`src/rtl/muldiv_sequencer.sv`:
```
// Multi-cycle unsigned MULTU/DIVU engine.
// Borrows the shared ALU for one ADD (multiply) or SUB (divide) per cycle while in RUN.
// Multiply uses shift-add; divide uses restoring division. Results land in HI/LO.
module muldiv_sequencer #(
    parameter int         WIDTH  = 32,
    parameter logic [3:0] OP_ADD = 4'b0000,
    parameter logic [3:0] OP_SUB = 4'b0001
) (
    input  logic             clk,
    input  logic             reset,
    input  logic             start,
    input  logic             op,
    input  logic [WIDTH-1:0] src_a,
    input  logic [WIDTH-1:0] src_b,
    output logic             busy,
    output logic             done,
    output logic             dz,
    output logic [WIDTH-1:0] hi,
    output logic [WIDTH-1:0] lo,
    output logic             alu_own,
    output logic [WIDTH-1:0] alu_a,
    output logic [WIDTH-1:0] alu_b,
    output logic [3:0]       alu_ctrl,
    output logic [4:0]       alu_shamt,
    input  logic [WIDTH-1:0] alu_result
);

    localparam int             CW   = $clog2(WIDTH);
    localparam logic [CW-1:0]  LAST = CW'(WIDTH - 1);

    typedef enum logic [1:0] {S_IDLE, S_RUN, S_DONE} state_t;

    state_t           state_reg;
    logic             op_reg;        // 0 = MULTU, 1 = DIVU
    logic [WIDTH-1:0] hi_reg;
    logic [WIDTH-1:0] lo_reg;
    logic [WIDTH-1:0] opnd_reg;      // multiplicand for MULTU, divisor for DIVU
    logic [CW-1:0]    count_reg;
    logic             done_reg;
    logic             dz_reg;

    logic [WIDTH-1:0] sh;
    logic             msb;
    logic             carry;
    logic             div_take;
    logic [WIDTH-1:0] hi_next;
    logic [WIDTH-1:0] lo_next;

    // Divide works on the remainder shifted left by one with the next dividend bit;
    // the bit shifted out of HI forces a subtract since the true value exceeds 2^32.
    assign sh       = {hi_reg[WIDTH-2:0], lo_reg[WIDTH-1]};
    assign msb      = hi_reg[WIDTH-1];
    assign carry    = (alu_result < hi_reg);
    assign div_take = msb | (sh >= opnd_reg);

    // ALU operand drive: only meaningful in RUN, parked at 0 + 0 otherwise.
    always_comb begin
        alu_a    = '0;
        alu_b    = '0;
        alu_ctrl = OP_ADD;
        if (state_reg == S_RUN) begin
            alu_a    = op_reg ? sh : hi_reg;
            alu_b    = opnd_reg;
            alu_ctrl = op_reg ? OP_SUB : OP_ADD;
        end
    end

    // One iteration of shift-add or restoring division using the ALU result.
    always_comb begin
        hi_next = hi_reg;
        lo_next = lo_reg;
        if (!op_reg) begin
            if (lo_reg[0]) begin
                hi_next = {carry, alu_result[WIDTH-1:1]};
                lo_next = {alu_result[0], lo_reg[WIDTH-1:1]};
            end else begin
                hi_next = {1'b0, hi_reg[WIDTH-1:1]};
                lo_next = {hi_reg[0], lo_reg[WIDTH-1:1]};
            end
        end else begin
            if (div_take) begin
                hi_next = alu_result;
                lo_next = {lo_reg[WIDTH-2:0], 1'b1};
            end else begin
                hi_next = sh;
                lo_next = {lo_reg[WIDTH-2:0], 1'b0};
            end
        end
    end

    // Sequencer FSM: accepts an op in IDLE, iterates WIDTH times in RUN, pulses done.
    always_ff @(posedge clk) begin
        if (reset) begin
            state_reg <= S_IDLE;
            op_reg    <= 1'b0;
            hi_reg    <= '0;
            lo_reg    <= '0;
            opnd_reg  <= '0;
            count_reg <= '0;
            done_reg  <= 1'b0;
            dz_reg    <= 1'b0;
        end else begin
            case (state_reg)
                S_IDLE: begin
                    done_reg <= 1'b0;
                    if (start) begin
                        op_reg    <= op;
                        count_reg <= '0;
                        dz_reg    <= 1'b0;
                        if (op && (src_b == '0)) begin
                            // Divide by zero finishes immediately without touching the ALU.
                            hi_reg    <= src_a;
                            lo_reg    <= '1;
                            opnd_reg  <= src_b;
                            dz_reg    <= 1'b1;
                            done_reg  <= 1'b1;
                            state_reg <= S_DONE;
                        end else begin
                            hi_reg    <= '0;
                            lo_reg    <= op ? src_a : src_b;
                            opnd_reg  <= op ? src_b : src_a;
                            state_reg <= S_RUN;
                        end
                    end
                end
                S_RUN: begin
                    hi_reg <= hi_next;
                    lo_reg <= lo_next;
                    if (count_reg == LAST) begin
                        done_reg  <= 1'b1;
                        state_reg <= S_DONE;
                    end else begin
                        count_reg <= count_reg + 1'b1;
                    end
                end
                S_DONE: begin
                    done_reg  <= 1'b0;
                    state_reg <= S_IDLE;
                end
                default: begin
                    done_reg  <= 1'b0;
                    state_reg <= S_IDLE;
                end
            endcase
        end
    end

    assign busy      = (state_reg != S_IDLE);
    assign alu_own   = (state_reg == S_RUN);
    assign done      = done_reg;
    assign dz        = dz_reg;
    assign hi        = hi_reg;
    assign lo        = lo_reg;
    assign alu_shamt = '0;

endmodule

```
`config.mk`:
```
export PLATFORM = sky130hd
export DESIGN_NAME = muldiv_sequencer
export DESIGN_NICKNAME = d
export VERILOG_FILES = /design/src/rtl/muldiv_sequencer.sv
export SDC_FILE = /design/constraint.sdc
export NUM_CORES = 1
export LEC_CHECK = 0
export ABC_AREA = 0
export BUFFER_PORTS_ARGS = -buffer_cell sky130_fd_sc_hd__buf_2
export CAP_MARGIN = 20
export CORE_MARGIN = 2
export CORE_UTILIZATION = 41
export CTS_BUF_LIST = sky130_fd_sc_hd__clkbuf_2 sky130_fd_sc_hd__clkbuf_4 sky130_fd_sc_hd__clkbuf_8
export DETAILED_ROUTE_END_ITERATION = 8
export GPL_ROUTABILITY_DRIVEN = 0
export PLACE_DENSITY = 0.65
export SYNTH_ARGS = -nofsm -noshare
export SYNTH_HDL_FRONTEND = slang
export SYNTH_SLANG_ARGS = --single-unit
```
`constraint.sdc`:
```
create_clock -name clk -period 4.5 [get_ports clk]
set_input_delay 1.35 -clock clk [delete_from_list [all_inputs] [get_ports clk]]
set_output_delay 1.35 -clock clk [all_outputs]
set_load 0.1 [all_outputs]
```
==> metrics.md <==
| Metric | Value |
|---|---|
| Outcome | `finished clean` |
| RSZ-0062 raised after global routing | `no` |
| Fraction of the yosys area taken by sequential cells | `0.250` |
| Worst min-delay path class | `reg2reg` |
| Core region area | `20300 sq um` |
| Clock Latency Late Sink | `0.40 ns` |
| Time the final worst path needs with I/O delays and setup | `3.70 ns` |
| # Post-CTS Setup Buffers | `0` |
| Layout area overhead | `17.6%` |
| Total power divided by cell area | `373 nW/um^2` |
| Type of element capturing the critical path | `primary output` |
| Number of nets in the finished design | `1426` |
| Clock tree from TritonCTS | `done` |
| Post-synth EDFFs | `0` |
| Final routed wire length divided by cell count | `19.5 microns` |
| Count of state elements after synthesis | `106` |
| Pin count of the biggest net entering global routing | `66` |
| Congestion Overflow GR | `0` |
| CP top delay family | `buffers and inverters` |
| Share of post-route cells with drive strength above 1 | `0.227` |
| Total length of routed wires | `30.1 mm` |
| Data arrival time at the worst-slack endpoint | `2.35 ns` |
| Required time at the worst-slack endpoint | `3.15 ns` |
| Synth Warn # | `0` |
| Initial cell density of the core | `0.418` |
| Post-Layout Inst Area | `~10000 sq um` |
| Worst path max stage delay | `approximately 0.47 ns` |
| Remaining number of nets flagged by the antenna check after routing | `0` |
| Number of pins with negative max-slew slack in the final report | `0` |
| Hold path cells | `2` |
| Vias in the first global route | `slightly above 8000` |
| Static leakage power | `~4.4 nW` |
| Unique cell type count in the Yosys netlist | `53` |
| Count of instances resized after the clock tree is built | `0` |
| Total die area | `~22000 sq um` |
| Maximum clock rate | `about 270 MHz` |
| Critical path's slowest cell | `buf_2` |
| Placed Area | `9790 sq um` |
| Buffering stage count on the worst path with inverters included | `3` |
| Max-cap violations | `0` |
| Filler instances | `between 2000 and 2500` |
| Number of I/O port buffers | `roughly 230` |
| Worst clock skew | `0.0176 ns` |
| Number of standard-cell rows in the floorplan | `52` |
| Max Buffers Root-to-Sink | `2` |
| Die span in y | `148 microns` |
| Worst Max-Slew Pin Slew | `1.05 ns` |
| Clock-pin slew of the registers on the worst-case setup and hold paths | `approximately 0.11 ns` |
| Critical Path Start Type | `flop` |
| Hold buffer count at CTS | `0` |
| Share of synthesized registers carrying an async set or reset | `0` |
| Most common library cell in the layout ignoring fill and taps | `buf_2` |
| Final WS setup | `0.805 ns` |
| Number of buffers created by CTS | `9` |
| Core utilization of the finished layout | `0.492` |
| Global-route usage over all layers | `0.267` |
| Overall via count from detail_route | `8975` |
| Maximum resistive drop on vdd | `0.319 mV` |
| Class of the most critical setup path | `reg2out` |
| Final Setup Violations | `0` |
| Logic depth of the worst setup path including buffers | `4` |
| Slew margin rel. | `0.301` |
| Worst Path Max Fanout | `45` |
| Post-detailed-placement half-perimeter wirelength | `21.9 mm` |
| Vias per cell | `5.83` |
| Count of final hold-check violations | `0` |
| Ys flop type | `dfxtp_1` |
| Gate count after technology mapping | `1088` |
| Count of H-tree levels built during CTS | `3` |
| # clock sinks | `106` |
| Drt first-iter violations | `671` |
| Worst reg2reg setup slack | `1.31 ns` |
| Number of antenna violations at the first check in global routing | `5` |
| Mapped cell area | `8490 sq um` |
| Most used cells in the layout excluding fill and tap cells | `buf_2, mux2i_1, nor2_1` |
| Width of the die | `approximately 150 microns` |
| Post-route fraction of the period consumed by the critical path | `0.821` |
| Cell chain of the critical path | `nand2b_4, inv_1, buf_4, buf_2` |
| Wire length of the first global-routing pass | `46.5 mm` |
| Average instance area after synthesis | `7.80 sq um` |
| Number of DRC violations after detailed routing | `0` |
| Worst reg-to-reg path cell count | `10` |
| TNS Setup | `0 ns` |
| Pre-CTS worst setup slack | `0.614 ns` |
| Number of primary I/O pins | `241` |
| Total iterations of the first detailed-routing run | `6` |
| Clock Root Buffer | `clkbuf_8` |
routing by layer:
layer,vias to the layer above,track usage,part of all wire
met3,50,0.0435,0.080
met1,4201,0.392,0.46
met2,408,0.389,0.44
li1,4314,-,-
met4,2,0.101,0.027
met5,-,0,0.00043
cell families (layout without fill, tap and decap cells):
logic type / count (synthesis) / after routing / synth area share
compound gates: 315 / 315 / 0.251
simple gates: 289 / 289 / 0.150
buf+inv: 169 / 340 / 0.0839
mux: 140 / 140 / 0.165
flops: 106 / 106 / 0.250
fa+ha+maj: 65 / 65 / 0.0958
xor+xnor: 3 / 3 / 0.00310
other cells: 1 / 12 / 0.000442
metrics by stage:
stage	cells	hold WS (ns)	power, mW
floorplan	1095	0.430	2.71
global placement	1520	0.453	3.10
detailed placement	1520	0.456	3.12
CTS	1536	0.476	3.72
global route	1539	0.498	3.91
finish	1540	0.471	3.72
power breakdown:
group	switching [mW]	internal [mW]
Sequential	0.142	1.04
Combinational	1.43	0.500
Clock	0.399	0.214
worst reg2reg max path: stages (launching register included):
cell,delay (ns)
dfxtp_1,0.43
inv_1,0.10
ha_1,0.31
nor2b_1,0.18
o21ai_0,0.18
a21oi_1,0.30
o21ai_1,0.23
o21ai_4,0.65
buf_4,0.38
mux2i_1,0.22
o21ai_1,0.08
path summary, 6_finish.rpt:
kind	start	endpoint
worst max-delay path	state_reg[0]	alu_own
worst min-delay path	dz	dz
worst max register to register	lo[31]	hi[6]
worst min register to register	dz	dz
final cells by class:
class	instances	area, sq um	share of cell area
diodes	4	10.0	0.00100
clock buffers	9	124	0.0124
clock inverters	7	60.1	0.00602
inverters	69	259	0.0259
multi-input cells	820	5700	0.571
flip-flops and latches	106	2130	0.213
well taps	270	338	0.0338
repair buffers	255	1370	0.137
synthesized netlist by cell type, types with 23 or more instances:
library cell | instances | share of area
mux2i_1 | 138 | 0.16
nor2_1 | 133 | 0.059
dfxtp_1 | 106 | 0.25
a211oi_1 | 96 | 0.085
nand2_1 | 71 | 0.031
inv_1 | 69 | 0.031
ha_1 | 65 | 0.096
clkbuf_1 | 61 | 0.027
a31oi_1 | 40 | 0.029
a21oi_1 | 35 | 0.021
o21ai_0 | 34 | 0.020
nor2b_1 | 31 | 0.023
o22ai_1 | 30 | 0.022
o21ai_1 | 23 | 0.014
Power figures use the tool's default switching activity.
